**config.mk**
```make
export PLATFORM = sky130hd
export DESIGN_NAME = four_bit_rca
export DESIGN_NICKNAME = d
export VERILOG_FILES = /design/src/rtl/full_adder.sv /design/src/rtl/four_bit_rca.sv
export SDC_FILE = /design/constraint.sdc
export NUM_CORES = 1
export LEC_CHECK = 0
export CAP_MARGIN = 15
export CORE_AREA = 2 2 39 41
export CTS_CLUSTER_DIAMETER = 60
export DETAILED_ROUTE_END_ITERATION = 8
export DIE_AREA = 0 0 41 43
export PLACE_DENSITY = 0.53
export SYNTH_ARGS = -nofsm -noshare
export SYNTH_HDL_FRONTEND = slang
export SYNTH_HIERARCHICAL = 1
export SYNTH_SLANG_ARGS = --single-unit
```
**constraint.sdc**
```tcl
create_clock -name clk -period 3.4 [get_ports clk]
set_clock_uncertainty 0.05 [all_clocks]
set_input_delay 0.34 -clock clk [delete_from_list [all_inputs] [get_ports clk]]
set_output_delay 0.34 -clock clk [all_outputs]
set_load 0.02 [all_outputs]
```
**src/rtl/full_adder.sv**
```systemverilog
// ---------------------------------------------------------------------------
// full_adder -- single-bit full adder, one stage of the ripple-carry chain.
//
// Ports
//   a   in   1  addend bit
//   b   in   1  addend bit
//   ci  in   1  carry in from the previous (less significant) stage
//   s   out  1  sum bit
//   co  out  1  carry out to the next (more significant) stage
// ---------------------------------------------------------------------------
module full_adder (
   input  logic a,
   input  logic b,
   input  logic ci,
   output logic s,
   output logic co
);

   logic p;

   // Propagate term is shared by sum and carry.
   assign p  = a ^ b;
   assign s  = p ^ ci;
   assign co = (a & b) | (ci & p);

endmodule

```
**src/rtl/four_bit_rca.sv**
```systemverilog
// ---------------------------------------------------------------------------
// four_bit_rca -- 4-bit ripple-carry adder with registered outputs.
//
// Computes {Cout, Sum} = A + B + Cin through four chained full_adder stages
// and registers the result on the rising clock edge (1-cycle latency, one
// operation per cycle, no handshake). Inputs are not registered; the only
// state is the 5 output flops.
//
// Ports
//   clk    in   1  rising-edge clock
//   rst_n  in   1  synchronous active-low reset, clears Sum and Cout
//   A      in   4  unsigned addend
//   B      in   4  unsigned addend
//   Cin    in   1  carry-in at bit 0
//   Sum    out  4  registered sum, modulo 16
//   Cout   out  1  registered carry-out of bit 3
// ---------------------------------------------------------------------------
module four_bit_rca (
   input  logic       clk,
   input  logic       rst_n,
   input  logic [3:0] A,
   input  logic [3:0] B,
   input  logic       Cin,
   output logic [3:0] Sum,
   output logic       Cout
);

   localparam int WIDTH = 4;

   // carry[i] feeds stage i; carry[WIDTH] is the final carry-out.
   logic [WIDTH:0]   carry;
   logic [WIDTH-1:0] s;

   assign carry[0] = Cin;

   for (genvar i = 0; i < WIDTH; i++) begin : g_stage
      full_adder u_fa (
         .a  (A[i]),
         .b  (B[i]),
         .ci (carry[i]),
         .s  (s[i]),
         .co (carry[i+1])
      );
   end

   // Reset wins over whatever is on the inputs at the same edge.
   always_ff @(posedge clk) begin
      if (!rst_n) begin
         Sum  <= '0;
         Cout <= 1'b0;
      end else begin
         Sum  <= s;
         Cout <= carry[WIDTH];
      end
   end

endmodule

```
==> impl_metrics.ini <==
[outcome]
run_status = complete, no violations

[floorplanning]
ios = 16
die_h_um = 43
core_mm2 = 0.00138
fp-row-count = 14
start_util_pct = 15.3
die_x_um = 41
dieArea_mm2 = 0.00176

[synthesis]
synth_seq_cells = 5
syn_area_um2 = 211
ys_warn_count = 6
yosysSeqAreaShare_pct = 47.3
syn_inst = 14
avgSynthCellArea_um2 = 15.1
synth_cell_types = 3
syn_nets = 29

[sta]
setup_tns_ns = 0
timing_hold_violations_final = 0
rsz0062_at_grt = false
slew_viol_final = 0
slew-limit-headroom_pct = 85.8
period_needed_ns = 2.49
clock.fmax_mhz = 402
setup_viol = 0
fin_crit_sh_pct = 73.1
worstMarginPinSlew_ns = 0.213

[clock_tree]
cts.sinks = 5
postCtsHoldBufs = 0
cts-root-buf = clkbuf_4
clk_pin_slew_ns = 0.04
cts_resized = 0
cts_tree = done
htree_levels = 1
clockBufferDepth = 2
numCtsBuffers = 3
cts_setup_buffers = 0

[drt]
drt_iter0_drc = 0
wl_met3_um = 64
wl_met1_um = 135
wl_met2_um = 141
routed_wl_um = 351
wl_per_cell_um = 7.16
dr.pass1.iters = 1
top_layer_used = met4
drcViolationCount = 0
via_per_inst = 3.24
vias = 159
drtAntennaViolNets = 0

[global_routing]
grt_pass1_wl_um = 607
grt_pass1_vias = 157
grt-ovfl-total = 0
antenna_found_initial = 0
grt_usage_pct = 6.16
grt_max_degree = 6

[critical_path]
start_kind = input port
max_stage_delay_ns = 0.44
end_kind = register
crit_arrival_ns = 2.57
required_ns = 3.48
slowest_stage = fa_1
crit_path_max_fanout = 1
crit_top_cell = fa_1
crit_type = input port to register
path_cells = clkdlybuf4s50_1 -> fa_1 -> fa_1 -> fa_1 -> fa_1 -> and2_1

[place]
io_buffers = 15
place_inst = 45
gp_congestion = 0.611

[final_layout]
fin_nets = 49
diodes = 0
drive_gt1_share_pct = 9.09
syn2layout_area_growth_pct = 92.9
stdcell_count = 49
finalCoreUtilization_pct = 29.5

[power_and_ir_drop]
p_per_area_mw_per_mm2 = 441
leakagePower_nw = 0.157
ir_worst_vdd_uv = 76.0

[hold_path]
whs_path_depth = 2
min_path_type = input port to register

[flow_run]
drv_cap = 0
==> registers in the layout, indices dropped and copies added (netlist names) <==
name / count
Cout: 1
Sum: 4
==> cells by family after synthesis <==
family / after synthesis / share of synthesized area [%]
fa+ha+maj: 4 / 37.9
simple gates: 5 / 14.8
flops: 5 / 47.3
==> critical path: cells and delay by family <==
kind / cells / cell delay [ns]
adders and majority gates: 4 / 1.64
buffers and inverters: 1 / 0.43
and+or+nand+nor: 1 / 0.16
==> cells in the final DEF, fill, tap and decap left out, drive strengths merged <==
master	synthesis	routed
fa	4	4
and2	5	5
clkdlybuf4s50	0	15
dfxtp	5	5
clkbuf	0	4
==> cells in the mapped netlist, drive strengths merged <==
cell type / n / area share [%]
and2: 5 / 15
dfxtp: 5 / 47
fa: 4 / 38
==> power by group <==
| part | total (mW) | switching [mW] | leakage [nW] | internal, mW |
|---|---|---|---|---|
| clock | 0.0667 | 0.0225 | 0.0150 | 0.0442 |
| sequential | 0.0671 | 0.00146 | 0.0417 | 0.0656 |
| combinational | 0.0460 | 0.0183 | 0.0999 | 0.0277 |
==> layer usage <==
metal,global-route usage [%],vias up
met1,6.23,64
met3,4.71,2
met4,8.00,0
li1,-,79
met5,0,-
met2,6.56,14
==> final timing paths <==
| kind | from | end | slack (ns) |
|---|---|---|---|
| worst min-delay path | rst_n | Sum[0] | 0.72 |
| worst max-delay path | A[0] | Sum[3] | 0.91 |
==> area by class of cell <==
type                    instances  area [µm²]
fillers                       145         976
repair buffers                 15         150
multi-input cells               9         111
flip-flops and latches          5         100
clock buffers                   4        26.3
well taps                      16        20.0
==> metrics by stage <==
| stage | cell area (µm²) | total power, mW | hold WS [ns] | setup slack [ns] |
|---|---|---|---|---|
| 2_1_floorplan | 211 | 0.0860 | 0.412 | 1.15 |
| 3_3_place_gp | 382 | 0.114 | 0.967 | 0.663 |
| 3_5_place_dp | 382 | 0.115 | 0.976 | 0.651 |
| 4_1_cts | 408 | 0.183 | 0.725 | 0.903 |
| 5_1_grt | 408 | 0.194 | 0.750 | 0.823 |
| 6_report | 408 | 0.180 | 0.724 | 0.914 |
No activity file was read; power rests on OpenSTA's default activity.
